[src/rtl/int_to_float32_arbiter.sv]
// Shares one int->float32 converter between requesters A (FCVT) and B (FPU issue queue), round-robin.
// Latency: 2 cycles from request acceptance to resp_valid; one conversion per cycle at full rate.
// Backpressure: resp_ready low holds S2 then S1; readies drop when both stages are full. Macro: INT2F32_STICKY_FLAGS_EN.
module int_to_float32_arbiter #(
    parameter int TAG_W = 5
) (
    input  logic             clk,
    input  logic             reset,
    input  logic             a_valid,
    output logic             a_ready,
    input  logic [63:0]      a_in,
    input  logic [1:0]       a_typeOp,
    input  logic [1:0]       a_rm,
    input  logic [TAG_W-1:0] a_tag,
    input  logic             b_valid,
    output logic             b_ready,
    input  logic [63:0]      b_in,
    input  logic [1:0]       b_typeOp,
    input  logic [1:0]       b_rm,
    input  logic [TAG_W-1:0] b_tag,
    output logic             resp_valid,
    input  logic             resp_ready,
    output logic             resp_src,
    output logic [TAG_W-1:0] resp_tag,
    output logic [31:0]      resp_out,
    output logic [4:0]       resp_flags,
    output logic [4:0]       flags_acc,
    input  logic             flags_clr
);

    // Request-holding stage S1
    logic             s1_valid_q, s1_valid_d;
    logic             s1_src_q, s1_src_d;
    logic [TAG_W-1:0] s1_tag_q, s1_tag_d;
    logic [63:0]      s1_in_q, s1_in_d;
    logic [1:0]       s1_op_q, s1_op_d;
    logic [1:0]       s1_rm_q, s1_rm_d;

    // Result-holding stage S2
    logic             s2_valid_q, s2_valid_d;
    logic             s2_src_q, s2_src_d;
    logic [TAG_W-1:0] s2_tag_q, s2_tag_d;
    logic [31:0]      s2_out_q, s2_out_d;
    logic [4:0]       s2_flags_q, s2_flags_d;

    // Round-robin pointer: 0 gives A priority, 1 gives B priority
    logic             rr_ptr_q, rr_ptr_d;

    logic s2_free, s1_adv, accept_en, grant_a, grant_b;

    // Conversion datapath signals
    logic        cv_neg, cv_g, cv_s, cv_inc;
    logic [63:0] cv_raw, cv_mag, cv_norm;
    logic [5:0]  cv_lz;
    logic [30:0] cv_body;
    logic [31:0] cvt_out;
    logic [4:0]  cvt_flags;

    // Stage advance and round-robin grant; grant looks only at the valids
    always_comb begin
        s2_free   = !s2_valid_q || resp_ready;
        s1_adv    = s1_valid_q && s2_free;
        accept_en = !s1_valid_q || s1_adv;
        grant_a   = a_valid && (!b_valid || !rr_ptr_q);
        grant_b   = b_valid && (!a_valid || rr_ptr_q);
        a_ready   = accept_en && grant_a;
        b_ready   = accept_en && grant_b;
    end

    // Integer to float32: sign/magnitude, normalise on the leading one, round to 24 significant bits
    always_comb begin
        cv_raw = s1_in_q;
        if (!s1_op_q[1]) begin
            cv_raw = s1_op_q[0] ? {{32{s1_in_q[31]}}, s1_in_q[31:0]} : {32'd0, s1_in_q[31:0]};
        end
        cv_neg = s1_op_q[0] && cv_raw[63];
        cv_mag = cv_neg ? (~cv_raw + 64'd1) : cv_raw;
        cv_lz  = 6'd0;
        for (int i = 0; i < 64; i++) begin
            if (cv_mag[i]) cv_lz = 6'(63 - i);
        end
        cv_norm = cv_mag << cv_lz;
        cv_g    = cv_norm[39];
        cv_s    = |cv_norm[38:0];
        cv_inc  = 1'b0;
        case (s1_rm_q)
            2'd0:    cv_inc = cv_g && (cv_s || cv_norm[40]);
            2'd1:    cv_inc = 1'b0;
            2'd2:    cv_inc = cv_neg && (cv_g || cv_s);
            default: cv_inc = !cv_neg && (cv_g || cv_s);
        endcase
        // Mantissa carry ripples into the exponent field, which is the correct renormalisation
        cv_body = {8'd190 - {2'd0, cv_lz}, cv_norm[62:40]} + {30'd0, cv_inc};
        if (cv_norm[63]) begin
            cvt_out   = {cv_neg, cv_body};
            cvt_flags = {4'd0, cv_g || cv_s};
        end else begin
            cvt_out   = 32'd0;
            cvt_flags = 5'd0;
        end
    end

    // Next state of both holding stages and the round-robin pointer
    always_comb begin
        s1_valid_d = s1_valid_q;
        s1_src_d   = s1_src_q;
        s1_tag_d   = s1_tag_q;
        s1_in_d    = s1_in_q;
        s1_op_d    = s1_op_q;
        s1_rm_d    = s1_rm_q;
        s2_valid_d = s2_valid_q;
        s2_src_d   = s2_src_q;
        s2_tag_d   = s2_tag_q;
        s2_out_d   = s2_out_q;
        s2_flags_d = s2_flags_q;
        rr_ptr_d   = rr_ptr_q;
        if (s1_adv) begin
            s2_valid_d = 1'b1;
            s2_src_d   = s1_src_q;
            s2_tag_d   = s1_tag_q;
            s2_out_d   = cvt_out;
            s2_flags_d = cvt_flags;
            s1_valid_d = 1'b0;
        end else if (s2_valid_q && resp_ready) begin
            s2_valid_d = 1'b0;
        end
        if (a_valid && a_ready) begin
            s1_valid_d = 1'b1;
            s1_src_d   = 1'b0;
            s1_tag_d   = a_tag;
            s1_in_d    = a_in;
            s1_op_d    = a_typeOp;
            s1_rm_d    = a_rm;
            rr_ptr_d   = 1'b1;
        end else if (b_valid && b_ready) begin
            s1_valid_d = 1'b1;
            s1_src_d   = 1'b1;
            s1_tag_d   = b_tag;
            s1_in_d    = b_in;
            s1_op_d    = b_typeOp;
            s1_rm_d    = b_rm;
            rr_ptr_d   = 1'b0;
        end
    end

    // Stage and pointer registers; reset drops anything in flight and zeroes the outputs
    always_ff @(posedge clk) begin
        if (reset) begin
            s1_valid_q <= 1'b0;
            s1_src_q   <= 1'b0;
            s1_tag_q   <= '0;
            s1_in_q    <= 64'd0;
            s1_op_q    <= 2'd0;
            s1_rm_q    <= 2'd0;
            s2_valid_q <= 1'b0;
            s2_src_q   <= 1'b0;
            s2_tag_q   <= '0;
            s2_out_q   <= 32'd0;
            s2_flags_q <= 5'd0;
            rr_ptr_q   <= 1'b0;
        end else begin
            s1_valid_q <= s1_valid_d;
            s1_src_q   <= s1_src_d;
            s1_tag_q   <= s1_tag_d;
            s1_in_q    <= s1_in_d;
            s1_op_q    <= s1_op_d;
            s1_rm_q    <= s1_rm_d;
            s2_valid_q <= s2_valid_d;
            s2_src_q   <= s2_src_d;
            s2_tag_q   <= s2_tag_d;
            s2_out_q   <= s2_out_d;
            s2_flags_q <= s2_flags_d;
            rr_ptr_q   <= rr_ptr_d;
        end
    end

    assign resp_valid = s2_valid_q;
    assign resp_src   = s2_src_q;
    assign resp_tag   = s2_tag_q;
    assign resp_out   = s2_out_q;
    assign resp_flags = s2_flags_q;

`ifdef INT2F32_STICKY_FLAGS_EN
    logic [4:0] flags_acc_q, flags_acc_d;

    // Clear first, then OR in the delivered flags so a coincident set wins over the old value
    always_comb begin
        flags_acc_d = flags_clr ? 5'd0 : flags_acc_q;
        if (s2_valid_q && resp_ready) flags_acc_d = flags_acc_d | s2_flags_q;
    end

    // Sticky flag register
    always_ff @(posedge clk) begin
        if (reset) flags_acc_q <= 5'd0;
        else       flags_acc_q <= flags_acc_d;
    end

    assign flags_acc = flags_acc_q;
`else
    logic unused_flags_clr;
    assign unused_flags_clr = flags_clr;
    assign flags_acc        = 5'd0;
`endif

endmodule

[config.mk]
export PLATFORM = sky130hd
export DESIGN_NAME = int_to_float32_arbiter
export DESIGN_NICKNAME = d
export VERILOG_FILES = /design/src/rtl/int_to_float32_arbiter.sv
export SDC_FILE = /design/constraint.sdc
export NUM_CORES = 1
export LEC_CHECK = 0
export BUFFER_PORTS_ARGS = -buffer_cell sky130_fd_sc_hd__buf_4
export CAP_MARGIN = 10
export CORE_UTILIZATION = 55
export DETAILED_ROUTE_END_ITERATION = 16
export GPL_ROUTABILITY_DRIVEN = 1
export PLACE_DENSITY = 0.78
export SLEW_MARGIN = 20
export SYNTH_ARGS = -nofsm -noshare
export SYNTH_HDL_FRONTEND = slang
export SYNTH_SLANG_ARGS = --single-unit
[constraint.sdc]
create_clock -name clk -period 7.4 [get_ports clk]
set_clock_uncertainty 0.1 [all_clocks]
set_input_delay 0 -clock clk [delete_from_list [all_inputs] [get_ports clk]]
set_output_delay 0 -clock clk [all_outputs]
set_load 0.01 [all_outputs]
==> run_results.csv, run 1 <==
group,metric,value,unit
run_status,status,"did not finish",
run_status,failing_step,"5_1_grt",
run_status,firstError,"[ERROR GRT-0232] Routing congestion too high. Check the congestion heatmap in the GUI.",
placement,place_area,20290,um2
placement,place_congestion,1.301,
synth,synth_seq_cells,116,
synth,synthArstFlopShare,0,%
synth,synth_edf_count,0,
placement,hpwl,52520,um
cts,clockRootBuffer,"clkbuf_16",
synth,syn_area_per_cell,6.923,um2
synth,synthTopCellsByArea,"dfxtp_1 15%, nand2_1 7.7%, nor2_1 5.4%",
synth,yosys_warnings,0,
timing,endpoint_type,"register data pin",
floorplan,fp.dieW,171,um
synth,synth_ff_type,"dfxtp_1",
floorplan,pin_count,203,
cts,htree_levels,4,
cts,cts_buffers,17,
grt,grt.overflow.total,786,
grt,grt.total_usage,89.89,%
synth,syn_inst,2269,
synth,syn-cell-area,15710,um2
floorplan,dieHeight,171,um
synth,synth_most_common_cell,"nand2_1",
placement,port_buffers,192,
synth,ys_seq_area_share,14.78,%
floorplan,num_rows,61,
synth,synth.distinct_cells,121,
synth,synth_top_area_share,14.78,%
synth,synth_area_leader_cell,"dfxtp_1",
timing,worst_endpoint,"resp_out[19]$_SDFFE_PP0P_/D",
synth,synth_common_cells,"323 x nand2_1, 228 x nor2_1, 137 x a21oi_1",
cts,cts.sinks,116,
floorplan,start_util,56.23,%
grt,grt_max_degree,110,
cts,clockBufferDepth,2,
==> stage by stage <==
step                      cells  setup WS [ns]
after floorplan            2277       0.009463
after global placement     3101        -0.1024
after detailed placement   3101        -0.2038
after CTS                  3301      -0.006348
==> logic make-up after synthesis <==
kind of cell / count (synthesis) / synth area share (%)
and+or+nand+nor: 955 / 30.42
AOI/OAI and AO/OA: 777 / 36.26
buffers and inverters: 241 / 7.272
DFF: 116 / 14.78
muxes: 90 / 6.109
xor gates and xnor gates: 84 / 4.731
adders and majority gates: 5 / 0.3982
other: 1 / 0.02387
==> per-layer routing <==
| layer | global-route usage, % | GRT overflow |
|---|---|---|
| met3 | 79.39 | 64 |
| met4 | 96.89 | 230 |
| met2 | 102.9 | 428 |
| met5 | 56.52 | 9 |
| met1 | 86.09 | 55 |
==> repair_timing <==
| action | 4_1_cts |
|---|---|
| hold endpoints to repair | 85 |
| gates cloned | 2 |
| hold buffers | 151 |
| gates resized for setup | 53 |
| pin swaps | 20 |
| setup endpoints to repair | 20 |
| buffers inserted | 15 |
==> inputs of run 2 (changes only) <==
CORE_UTILIZATION = 40   (was 55)
PLACE_DENSITY = unset   (was 0.78)
PLACE_DENSITY_LB_ADDON = 0.15   (was unset)
clock period = 9.62 ns   (was 7.4 ns; I/O delays follow)
==> run_results.csv, run 2 <==
group,metric,value,unit
synth,synth_fa_ha_area_share,0.3982,%
timing,setup_violations,0,
synth,synthMuxAreaShare,6.109,%
pwr,power_density,266.8,nW/um2
cts,htree_levels,4,
cts,cts.sinks,116,
synth,synth_top_area_share,14.78,%
grt,grt.overflow.total,0,
floorplan,core,38650,um2
synth,synth_seq_cells,116,
final_layout,largest_reg_flops,64,
final_layout,post-route-util,53.76,%
run,maxCapViolations,0,
timing,finalCritPeriodShare,93.19,%
cts,clk_pin_slew,0.06,ns
final_layout,largest-register,"s1_in_q",
critical_path,worst_path_largest_cell_delay,0.58,ns
cts,clockBufferDepth,2,
critical_path,path_class,"register to register",
pwr,power_leakage,8.268,nW
critical_path,cp_max_fo,11,
synth,synth_compound_area_share,36.26,%
synth,synthTopCellsByArea,"dfxtp_1 15%, nand2_1 7.7%, nor2_1 5.4%",
floorplan,pin_count,203,
critical_path,crit_required,9.85,ns
routing,route.detailed.drc,0,
routing,viasPerCell,6.497,
timing,hold_viol,0,
timing,clock.fmax,111.5,MHz
critical_path,r2r_start,"s1_in_q[0]",
timing,period_needed,8.965,ns
final_layout,fin_nets,2809,
critical_path,ff2ff_setup_slack,0.65,ns
synth,synth_common_cells,"323 x nand2_1, 228 x nor2_1, 137 x a21oi_1",
timing,finalMaxSlewViolations,0,
critical_path,critPathCaptureType,"register",
critical_path,rr_endpoint,"resp_out[26]",
critical_path,critPathArrivalTime,9.20,ns
synth,synth_area_leader_cell,"dfxtp_1",
final_layout,final_cell_mix,"407 x buf_4, 322 x nand2_1, 226 x nor2_1, 152 x dlygate4sd3_1, 137 x a21oi_1",
cts,clock_latency,0.45,ns
synth,syn-cell-area,15710,um2
worst_hold_path,hp-class,"input pin to register",
synth,yosys_warnings,0,
cts,cts_tree,"done",
floorplan,dieHeight,200.2,um
routing,avgRoutedWirePerCell,24.78,um
synth,synth.distinct_cells,121,
routing,drt_wl_total,78870,um
timing,whs,0.2927,ns
routing,drt_iter0_markers,2183,
worst_hold_path,whs_endpoint,"s1_in_q[11]",
placement,place_congestion,1.039,
timing,rsz0062_at_grt,"no",
grt,grt_pass1_vias,19320,
synth,synthArstFlopShare,0,%
floorplan,num_rows,72,
timing,worstMarginPinSlew,1.037,ns
routing,antenna_left,0,
timing,slew-limit-headroom,29.76,%
placement,hpwl,60470,um
synth,syn_inst,2269,
synth,yosys.area_share.simple,30.42,%
run_status,status,"finished, final reports clean",
placement,port_buffers,192,
cts,cts_setup_buffers,0,
routing,firstDrtPassIters,7,
timing,tns,0,ns
final_layout,syn_to_final_growth,32.27,%
cts,cts_buffers,17,
synth,synth_most_common_cell,"nand2_1",
grt,grt.total_usage,38.69,%
grt,antenna_found_initial,0,
routing,num_vias,20680,
critical_path,r2r_cells,34,
floorplan,fp.dieW,200.2,um
final_layout,drive_gt1_share,20.98,%
worst_hold_path,worstHoldStart,"a_in[11]",
final_layout,final_common_cell,"buf_4",
synth,ys_seq_area_share,14.78,%
cts,clockRootBuffer,"clkbuf_16",
floorplan,die-area,40070,um2
grt,grt_max_degree,105,
synth,synthXorXnorAreaFrac,4.731,%
synth,synth_edf_count,0,
critical_path,slowest_stage,"a2111oi_0",
critical_path,start_kind,"register",
pwr,irDropWorstVdd,0.1695,mV
floorplan,start_util,40.65,%
synth,synth_ff_type,"dfxtp_1",
synth,syn_area_per_cell,6.923,um2
final_layout,diodes,0,
grt,grt_pass1_wl,120700,um
synth,synth_top_family_by_area,"compound AO/OA/AOI/OAI gates",
worst_hold_path,hold_depth,4,
==> run 2: cell counts after synthesis <==
Identical to the previous run, type by type.
==> run 2: repair_timing <==
item / 4_1_cts / 5_1_grt
gates resized for setup: 0 / 0
hold buffers: 152 / 0
hold endpoints to repair: 87 / 0
==> run 2: layout make-up <==
class	instances	area, um2
tap	518	648.1
fill	3760	17870
clock buffer	19	442.9
inverter	28	108.9
sequential	116	2323
clock inverter	13	150.1
multi-input combinational	1920	12330
timing repair buffer	569	4777
==> run 2: cells by family after synthesis <==
family / count (synthesis)
simple gates: 955
compound gates: 777
buf+inv: 241
flops: 116
mux: 90
xor+xnor: 84
fa+ha+maj: 5
other cells: 1
==> run 2: critical path, delay by kind of cell, from the launching register on <==
family	cells	cell delay, ns
AOI/OAI and AO/OA	14	3.77
xor gates and xnor gates	1	0.14
adders and majority gates	2	0.60
and+or+nand+nor	11	2.93
DFF	1	0.31
buffers and inverters	6	0.96
==> run 2: worst max-delay path by stage <==
stage,start,end,cells past startpoint
floorplan,s1_in_q[0],resp_out[19],36
global placement,s1_in_q[0],resp_out[16],31
detailed placement,s1_op_q[1],resp_out[19],28
CTS,s1_in_q[0],resp_out[19],33
global route,s1_in_q[0],resp_out[28],35
finish,s1_in_q[0],resp_out[26],34
==> run 2: power breakdown <==
| part | total [mW] | switching [mW] | internal, mW |
|---|---|---|---|
| registers | 0.625 | 0.0807 | 0.544 |
| logic | 4.25 | 2.63 | 1.63 |
| clock network | 0.668 | 0.276 | 0.392 |
==> run 2: through the flow <==
step / total power, mW / cell area [um2] / setup slack, ns / std cells
detailed placement: 4.653 / 18660 / 0.9102 / 2999
floorplan: 2.932 / 15740 / 2.018 / 2277
global placement: 4.675 / 18660 / 0.9339 / 2999
finish: 5.544 / 20780 / 0.6549 / 3183
CTS: 5.399 / 20780 / 0.8787 / 3183
global route: 5.781 / 20780 / 0.2701 / 3183
==> run 2: metal layers <==
metal	track usage (%)	vias to the layer above	part of all wire, %
met5	0	-	0
met4	20.11	0	5.5
met3	4.849	203	7.5
met2	61.58	1129	45
met1	51.03	9908	42
li1	-	9439	-
(Power assumes the default switching activity.)
==> inputs of run 3 (changes only) <==
clock period = 11 ns   (was 9.62 ns; I/O delays follow)
==> run_results.csv, run 3 (same netlist as run 2, synthesis figures left out) <==
group,metric,value,unit
final_layout,fillers,3923,
critical_path,ff2ff_setup_slack,1.10,ns
grt,grt.total_usage,36.88,%
routing,viasPerCell,6.601,
timing,hold_viol,0,
critical_path,crit_required,11.23,ns
grt,grt.overflow.total,0,
critical_path,endpoint,"resp_out[28]",
cts,clockBufferDepth,2,
final_layout,diodes,0,
timing,period_needed,9.898,ns
floorplan,num_rows,72,
pwr,irDropWorstVdd,0.2191,mV
critical_path,r2r_start,"s1_in_q[0]",
timing,finalMaxSlewViolations,0,
cts,cts_setup_buffers,0,
placement,hpwl,56600,um
critical_path,critPathCaptureType,"register",
critical_path,path_class,"register to register",
worst_hold_path,worstHoldStart,"a_valid",
cts,cts_buffers,17,
timing,worstMarginPinSlew,1.065,ns
cts,clk_pin_slew,0.06,ns
cts,cts.sinks,116,
grt,grt_pass1_wl,115200,um
final_layout,final_cell_mix,"322 x nand2_1, 264 x buf_4, 226 x nor2_1, 150 x dlygate4sd3_1, 137 x a21oi_1",
final_layout,syn_to_final_growth,24.17,%
grt,grt_pass1_vias,18600,
floorplan,die-area,40070,um2
routing,firstDrtPassIters,6,
cts,clockRootBuffer,"clkbuf_16",
final_layout,fin_nets,2656,
critical_path,rr_endpoint,"resp_out[28]",
critical_path,crit_top_cell,"buf_4",
routing,drt_iter0_markers,2367,
timing,setup_violations,0,
timing,slew-limit-headroom,28.48,%
critical_path,startpoint,"s1_in_q[0]",
floorplan,dieHeight,200.2,um
final_layout,drive_gt1_share,16.13,%
timing,clock.fmax,101.0,MHz
worst_hold_path,hp-class,"input pin to register",
critical_path,r2r_cells,34,
cts,htree_levels,4,
routing,num_vias,19990,
floorplan,fp.dieW,200.2,um
routing,antenna_left,0,
critical_path,slowest_stage,"nor3b_2",
final_layout,largest-register,"s1_in_q",
pwr,power_leakage,7.470,nW
critical_path,critPathArrivalTime,10.13,ns
critical_path,start_kind,"register",
run_status,status,"finished, final reports clean",
cts,cts_tree,"done",
timing,whs,0.01970,ns
routing,route.detailed.drc,0,
floorplan,pin_count,203,
timing,rsz0062_at_grt,"no",
run,maxCapViolations,0,
placement,port_buffers,192,
grt,antenna_found_initial,0,
grt,grt_max_degree,101,
pwr,power_density,224.1,nW/um2
final_layout,final_common_cell,"nand2_1",
routing,avgRoutedWirePerCell,25.09,um
timing,tns,0,ns
timing,finalCritPeriodShare,89.99,%
critical_path,worst_path_largest_cell_delay,0.78,ns
critical_path,cp_max_fo,34,
cts,clock_latency,0.46,ns
placement,place_congestion,1.035,
floorplan,core,38650,um2
final_layout,largest_reg_flops,64,
floorplan,start_util,40.65,%
routing,drt_wl_total,75990,um
run 3: cell types whose count changed in the layout (fill, tap and decap cells not counted), sizes merged:
| cell | delta |
|---|---|
| buf | -151 |
| clkbuf | +1 |
| clkinv | -6 |
| clkinvlp | +4 |
| dlygate4sd3 | -2 |
run 3: power by group:
part           switching [mW]  total (mW)  internal [mW]
logic                    2.15        3.23           1.08
registers              0.0802       0.556          0.476
clock network           0.243       0.582          0.339
run 3: how the worst min path moves through the flow:
stage	end	slack (ns)	cells past startpoint
6_report	s1_src_q	0.02	4
2_1_floorplan	s1_in_q[0]	0.06	2
4_1_cts	s1_src_q	0.01	4
5_1_grt	s1_src_q	0.07	4
3_5_place_dp	resp_out[3]	0.17	2
3_3_place_gp	resp_out[30]	0.18	2
run 3: metal layers:
layer,track usage [%],part of all wire [%],up-vias
li1,-,-,9156
met1,49.31,43,9570
met2,57.08,44,1051
met3,5.841,7.9,216
met4,18.85,5.4,0
met5,0,0,-
run 3: through the flow:
| step | worst slack (ns) | cell area, um2 | total power, mW | cells | utilization [%] |
|---|---|---|---|---|---|
| final | 1.102 | 19510 | 4.372 | 3029 | 50.47 |
| after global routing | 0.5947 | 19510 | 4.546 | 3029 | 50.47 |
| after CTS | 1.369 | 19510 | 4.240 | 3029 | 50.47 |
| after detailed placement | 1.408 | 17430 | 3.596 | 2848 | 45.10 |
| after global placement | 1.541 | 17430 | 3.606 | 2848 | 45.09 |
| after floorplan | 3.398 | 15740 | 2.564 | 2277 | - |
run 3: timing repair:
item | CTS | global route
gates resized for setup | 0 | 0
endpoints found under the hold margin | 87 | 0
hold buffers | 150 | 0
setup endpoints to repair | 0 | 0
run 3: area by class of cell:
type,count,area [um2],area share (%)
Clock buffer,20,446.7,2.290
Sequential cell,116,2323,11.91
Clock inverter,11,128.9,0.6607
Inverter,28,110.1,0.5645
Tap cell,518,648.1,3.323
Multi-Input combinational cell,1920,12330,63.19
Timing Repair Buffer,416,3523,18.06
run 3: critical path, delay by kind of cell, from the launching register on:
kind                       cells  cell delay [ns]
xor gates and xnor gates       2             0.59
adders and majority gates      2             0.54
DFF                            1             0.53
buffers and inverters          6             1.59
AOI/OAI and AO/OA             10             1.94
and+or+nand+nor               14             4.45
